### src/rtl/pwm_pkg.sv
// Shared definitions for the PWM timebase counter.
//   pwm_state_t     : FSM state encoding (IDLE, RUN, PAUSE)
//   PWM_WIDTH       : default counter/period width (must match pwm_gen)
//   PWM_PRESC_WIDTH : default prescaler divider width
//   CNT_UP/CNT_DOWN : values of the up_down input
package pwm_pkg;

  typedef enum logic [1:0] {
    IDLE  = 2'd0,
    RUN   = 2'd1,
    PAUSE = 2'd2
  } pwm_state_t;

  localparam int PWM_WIDTH       = 16;
  localparam int PWM_PRESC_WIDTH = 8;

  localparam logic CNT_UP   = 1'b1;
  localparam logic CNT_DOWN = 1'b0;

endpackage

### src/rtl/pwm_prescaler.sv
// Clock prescaler for the PWM timebase: produces one tick every
// presc_max+1 enabled clk cycles.
// Ports:
//   clk, rst_n : clock, asynchronous active-low reset
//   clr        : synchronous clear of the divider count (wins over en)
//   en         : count enable; when low the divider count holds
//   presc_max  : terminal value of the divider count
//   tick       : combinational, high in the cycle the count sits at presc_max
//                while enabled
module pwm_prescaler #(
  parameter int PRESC_WIDTH = 8
) (
  input  logic                   clk,
  input  logic                   rst_n,
  input  logic                   clr,
  input  logic                   en,
  input  logic [PRESC_WIDTH-1:0] presc_max,
  output logic                   tick
);

  logic [PRESC_WIDTH-1:0] presc_cnt;

  assign tick = en && (presc_cnt == presc_max);

  always_ff @(posedge clk or negedge rst_n) begin
    if (!rst_n) begin
      presc_cnt <= '0;
    end else if (clr) begin
      presc_cnt <= '0;
    end else if (en) begin
      if (tick) presc_cnt <= '0;
      else      presc_cnt <= presc_cnt + PRESC_WIDTH'(1);
    end
  end

endmodule

### src/rtl/pwm_counter.sv
// Timebase counter feeding pwm_gen's count_val input. Counts 0..period
// (period+1 ticks) up or down, with a clock prescaler. period, prescale and
// up_down are shadowed: they are latched on start and on every wrap only.
// Optional build macro: PWM_CNT_ONESHOT_EN adds a shadowed one_shot input;
// when active the counter stops in IDLE after its first wrap and only
// restarts after cnt_en is seen low and then high again.
// Ports:
//   clk, rst_n  : clock, asynchronous active-low reset
//   cnt_en      : run enable; low pauses counting
//   cnt_rst     : synchronous clear back to IDLE
//   up_down     : 1 = count up, 0 = count down (shadowed)
//   period      : terminal count (shadowed)
//   prescale    : tick every prescale+1 clk cycles (shadowed)
//   one_shot    : stop after first wrap (shadowed, PWM_CNT_ONESHOT_EN only)
//   count_val   : registered count to pwm_gen
//   period_done : one-cycle pulse coincident with the wrapped count_val
//   running     : high while in RUN
module pwm_counter
  import pwm_pkg::*;
#(
  parameter int WIDTH       = PWM_WIDTH,
  parameter int PRESC_WIDTH = PWM_PRESC_WIDTH
) (
  input  logic                   clk,
  input  logic                   rst_n,
  input  logic                   cnt_en,
  input  logic                   cnt_rst,
  input  logic                   up_down,
  input  logic [WIDTH-1:0]       period,
  input  logic [PRESC_WIDTH-1:0] prescale,
`ifdef PWM_CNT_ONESHOT_EN
  input  logic                   one_shot,
`endif
  output logic [WIDTH-1:0]       count_val,
  output logic                   period_done,
  output logic                   running
);

  pwm_state_t             state;
  logic [WIDTH-1:0]       act_period;
  logic [PRESC_WIDTH-1:0] act_prescale;
  logic                   act_dir;
  logic                   tick;
  logic                   at_term;
  logic                   start_ok;
  logic                   stop_now;
  logic [WIDTH-1:0]       load_val;

  // The prescaler only advances while truly running; IDLE keeps it cleared
  // so a fresh start always begins a full prescale interval.
  pwm_prescaler #(
    .PRESC_WIDTH(PRESC_WIDTH)
  ) u_presc (
    .clk      (clk),
    .rst_n    (rst_n),
    .clr      (cnt_rst || (state == IDLE)),
    .en       ((state == RUN) && cnt_en && !cnt_rst),
    .presc_max(act_prescale),
    .tick     (tick)
  );

  // Terminal value depends on the active direction; wrapping is detected by
  // comparison so the max period never relies on arithmetic overflow.
  assign at_term = (act_dir == CNT_UP) ? (count_val == act_period)
                                       : (count_val == '0);

  // Start/reload value follows the newly latched direction and period.
  assign load_val = (up_down == CNT_UP) ? '0 : period;

`ifdef PWM_CNT_ONESHOT_EN
  logic act_one_shot;
  logic armed;

  assign start_ok = armed;
  assign stop_now = act_one_shot;

  // Armed by any cycle with cnt_en low; disarmed when a one-shot completes,
  // so holding cnt_en high cannot retrigger.
  always_ff @(posedge clk or negedge rst_n) begin
    if (!rst_n) begin
      armed        <= 1'b1;
      act_one_shot <= 1'b0;
    end else begin
      if (!cnt_en) begin
        armed <= 1'b1;
      end else if (!cnt_rst && (state == RUN) && tick && at_term && act_one_shot) begin
        armed <= 1'b0;
      end
      if (!cnt_rst && (((state == IDLE) && cnt_en && armed) ||
                       ((state == RUN) && cnt_en && tick && at_term))) begin
        act_one_shot <= one_shot;
      end
    end
  end
`else
  assign start_ok = 1'b1;
  assign stop_now = 1'b0;
`endif

  always_ff @(posedge clk or negedge rst_n) begin
    if (!rst_n) begin
      state        <= IDLE;
      count_val    <= '0;
      period_done  <= 1'b0;
      running      <= 1'b0;
      act_period   <= '0;
      act_prescale <= '0;
      act_dir      <= 1'b0;
    end else if (cnt_rst) begin
      state       <= IDLE;
      count_val   <= '0;
      period_done <= 1'b0;
      running     <= 1'b0;
    end else begin
      period_done <= 1'b0;
      unique case (state)
        IDLE: begin
          count_val <= '0;
          if (cnt_en && start_ok) begin
            act_period   <= period;
            act_prescale <= prescale;
            act_dir      <= up_down;
            count_val    <= load_val;
            state        <= RUN;
            running      <= 1'b1;
          end
        end
        RUN: begin
          if (!cnt_en) begin
            state   <= PAUSE;
            running <= 1'b0;
          end else if (tick) begin
            if (at_term) begin
              period_done  <= 1'b1;
              act_period   <= period;
              act_prescale <= prescale;
              act_dir      <= up_down;
              if (stop_now) begin
                count_val <= '0;
                state     <= IDLE;
                running   <= 1'b0;
              end else begin
                count_val <= load_val;
              end
            end else if (act_dir == CNT_UP) begin
              count_val <= count_val + WIDTH'(1);
            end else begin
              count_val <= count_val - WIDTH'(1);
            end
          end
        end
        PAUSE: begin
          // Resume without relatching shadows; counting restarts next cycle.
          if (cnt_en) begin
            state   <= RUN;
            running <= 1'b1;
          end
        end
        default: begin
          state   <= IDLE;
          running <= 1'b0;
        end
      endcase
    end
  end

endmodule

### config.mk
export PLATFORM = sky130hd
export DESIGN_NAME = pwm_counter
export DESIGN_NICKNAME = d
export VERILOG_FILES = /design/src/rtl/pwm_pkg.sv /design/src/rtl/pwm_prescaler.sv /design/src/rtl/pwm_counter.sv
export SDC_FILE = /design/constraint.sdc
export NUM_CORES = 1
export LEC_CHECK = 0
export ABC_CLOCK_PERIOD_IN_PS = 3650
export BUFFER_PORTS_ARGS = -buffer_cell sky130_fd_sc_hd__clkbuf_2
export CAP_MARGIN = 25
export CORE_ASPECT_RATIO = 0.5
export CORE_MARGIN = 2
export CORE_UTILIZATION = 50
export DETAILED_ROUTE_END_ITERATION = 10
export HOLD_SLACK_MARGIN = 0.02
export PLACE_DENSITY = 0.7
export SYNTH_ARGS = -nofsm -noshare
export SYNTH_HDL_FRONTEND = slang
export SYNTH_SLANG_ARGS = --single-unit
### constraint.sdc
create_clock -name clk -period 3.65 [get_ports clk]
set_input_delay 0.5475 -clock clk [delete_from_list [all_inputs] [get_ports clk]]
set_output_delay 0.5475 -clock clk [all_outputs]
set_load 0.005 [all_outputs]
==> metrics.txt <==
Max Cap Viol 0; leakage 1.99 nW; Initial Util 51.2%; Placement Cell Area 4070 um^2; number of DRC markers in iteration 0 roughly 230; clk_lat worst skew roughly 0.3 ns; H-tree depth 2; CTS tree yes; vias in the first global route roughly 3.2k; NumNets Final 467; Clk pwr share between 20 and 30%; Slew Limit Fails 0; global-route wire length before repair 16400 um; arrival time of the worst setup path 2.96 ns; syn_nets 420; Startpoint Class register; chip height about 65 um; Vias approximately 3.2k; post-synthesis register bit count between 50 and 60; Internal approximately 0.0012 W; post-CTS sizing 0; antenna cell count 0; core footprint 7290 um^2; EDFF count, synth 0; Final WS setup between 0.8 and 0.9 ns; sequential power share about 40%; gr ovfl total 0; Post-Route Utilization 57.9%; total setup buffers inserted after CTS 0; sw power ~0.00063 W; row count 22; fmax between 300 and 400 MHz; Final period util 76.3%; share of layout cells above drive strength 1 between 20% and 30%; dpl hpwl 7360 um; Bufs on Longest Clock Path 2; Synth Warn # 0; Final Routed Wirelength roughly 10000 um; synthesized cell area around 3700 um^2; Fin. Hold Viols 0; commonest non-fill, non-tap cells in the layout 53 x dfrtp_1, 46 x clkbuf_2, 30 x a21oi_1; largest net degree at the start of global routing 28; hold buffer count at CTS 0; area grow syn2layout 13.0%; sw frac about a third; ys async rst share 100%; Die ar. 8220 um^2; worst rel slew slack a little under half; Worst-Margin Slew a little over 0.8 ns; syn_area_per_cell 9.97 um^2; Synth cell types 58; commonest non-fill, non-tap cell in the layout dfrtp_1; Die Wd 126 um; Power Density about 430 nW/um^2; Reg clk slew, reported paths approximately 0.07 ns; Crit Path Max Fanout 16; Overall Power between 0.0015 and 0.002 W; CTS buffer count 5; clk root buf clkbuf_16; Critical Path RT 3.83 ns; DR pass1 iterations 5; setup slack at placement approximately 0.9 ns; Post-synth top flop dfrtp_1; Gate Count Post-Synth 375; Worst setup EP type register; Max rail drop VDD roughly 0.22 mV; sum of negative setup slack 0 ns; # DRC 0; unrepaired setup endpoints after global routing no; status finished, final reports clean; Hold/Removal Path Class input pin to asynchronous set/reset pin; Antenna Violating Nets Remaining 0; antenna violations before repair 0; Sink Count between 50 and 60; Finished Cell Area 4220 um^2; drt wl/cell about 19 um; worst clock skew around 0.0068 ns; combinational share of power between 30% and 40%; global-route usage over all layers approximately a quarter; sequential fraction of the synthesis area 35.5%; # IOs 47; final RePlAce weighted congestion around 1.0; WS Path Type register to register; port bufs 46; Via density between 6 and 7; Final setup viols 0; min Tclk post-route around 2.8 ns
[cells in the mapped netlist, types with 2 or more instances]
library cell / count / area share [%]
dfrtp_1: 53 / 35
a21oi_1: 30 / 4.0
nand2_1: 29 / 2.9
xor2_1: 23 / 5.4
nor2_1: 22 / 2.2
mux2_4: 19 / 7.6
xnor2_1: 18 / 4.2
o21ai_0: 16 / 2.1
ha_1: 15 / 5.0
a211oi_1: 10 / 2.0
a31oi_1: 10 / 1.7
a21o_1: 9 / 1.8
nand3_1: 9 / 1.2
mux2i_1: 8 / 2.1
inv_1: 7 / 0.70
buf_6: 6 / 1.8
nand2b_1: 6 / 1.0
nor2b_1: 6 / 1.0
nor3_1: 6 / 0.80
mux2_2: 5 / 1.5
nor4_1: 5 / 0.84
a221o_1: 4 / 1.1
and3_1: 4 / 0.67
clkbuf_1: 4 / 0.40
a211o_1: 3 / 0.70
nor3_2: 3 / 0.80
o211ai_1: 3 / 0.60
o21a_1: 3 / 0.60
a22oi_1: 2 / 0.40
a2bb2oi_1: 2 / 0.47
buf_2: 2 / 0.27
nand4_1: 2 / 0.33
nor4_2: 2 / 0.67
o2bb2ai_1: 2 / 0.47
o31ai_1: 2 / 0.40
or3_1: 2 / 0.33
or4_1: 2 / 0.40
[metrics by stage]
stage	hold slack [ns]	cells
2_1_floorplan	0.252	375
3_3_place_gp	0.499	509
3_5_place_dp	0.516	511
4_1_cts	0.225	519
5_1_grt	0.242	519
6_report	0.206	519
[logic make-up (layout without fill, tap and decap cells)]
group | Yosys count | after routing | share of synthesized area, %
AND/OR/NAND/NOR | 106 | 106 | 15.1
buffers and inverters | 21 | 69 | 3.38
AO/OA/AOI/OAI | 106 | 106 | 19.6
flip-flops | 53 | 53 | 35.5
multiplexers | 32 | 32 | 11.3
XOR/XNOR | 41 | 41 | 9.61
adder cells (fa/ha/maj) | 16 | 16 | 5.56
[path summary, 6_finish.rpt]
check / startpoint / endpoint / slack, ns / cells past startpoint
worst min register to register: act_period[9] / act_period[9] / 0.53 / 1
max in group asynchronous: rst_n / count_val[8] / 2.70 / 3
min in group clk: cnt_en / state[1] / 0.45 / 2
worst min-delay path: rst_n / running / 0.21 / 1
worst max-delay path: act_dir / count_val[13] / 0.87 / 8
worst max register to register: act_dir / count_val[13] / 0.87 / 8
[power groups by stage]
stage | registers, W | logic, W | clock network (W)
final | 0.000728 | 0.000602 | 0.000506
after global routing | 0.000736 | 0.000659 | 0.000530
after CTS | 0.000727 | 0.000595 | 0.000509
after detailed placement | 0.000737 | 0.000590 | 0
after global placement | 0.000733 | 0.000568 | 0
after floorplan | 0.000715 | 0.000441 | 0
[registers in the layout (all words and copies together) (netlist names)]
name,count
act_dir,1
u_presc.presc_cnt,8
running,1
act_period,16
state,2
period_done,1
act_prescale,8
count_val,16
[metal layers]
metal,global-route usage (%),vias to the layer above,routed length [um]
met4,5.22,0,112
met1,35.2,1559,4530
met2,42.1,112,4620
met3,5.37,16,700
met5,0,-,0
li1,-,1476,-
[area by class of cell]
class | instances | area (um^2)
clock buffer | 6 | 139
tap | 96 | 120
multi-input combinational | 301 | 2280
inverter | 8 | 30.0
fill | 625 | 3070
timing repair buffer | 53 | 308
clock inverter | 2 | 16.3
sequential | 53 | 1330
[worst max-delay path, stage by stage, from the launching register on]
cell,delay (ns)
dfrtp_1,0.40
inv_1,0.29
ha_1,0.50
o211ai_1,0.17
o21a_1,0.25
o31ai_1,0.37
a41oi_1,0.22
xnor2_1,0.18
a221o_1,0.29
No activity file was read; power rests on OpenSTA's default activity.
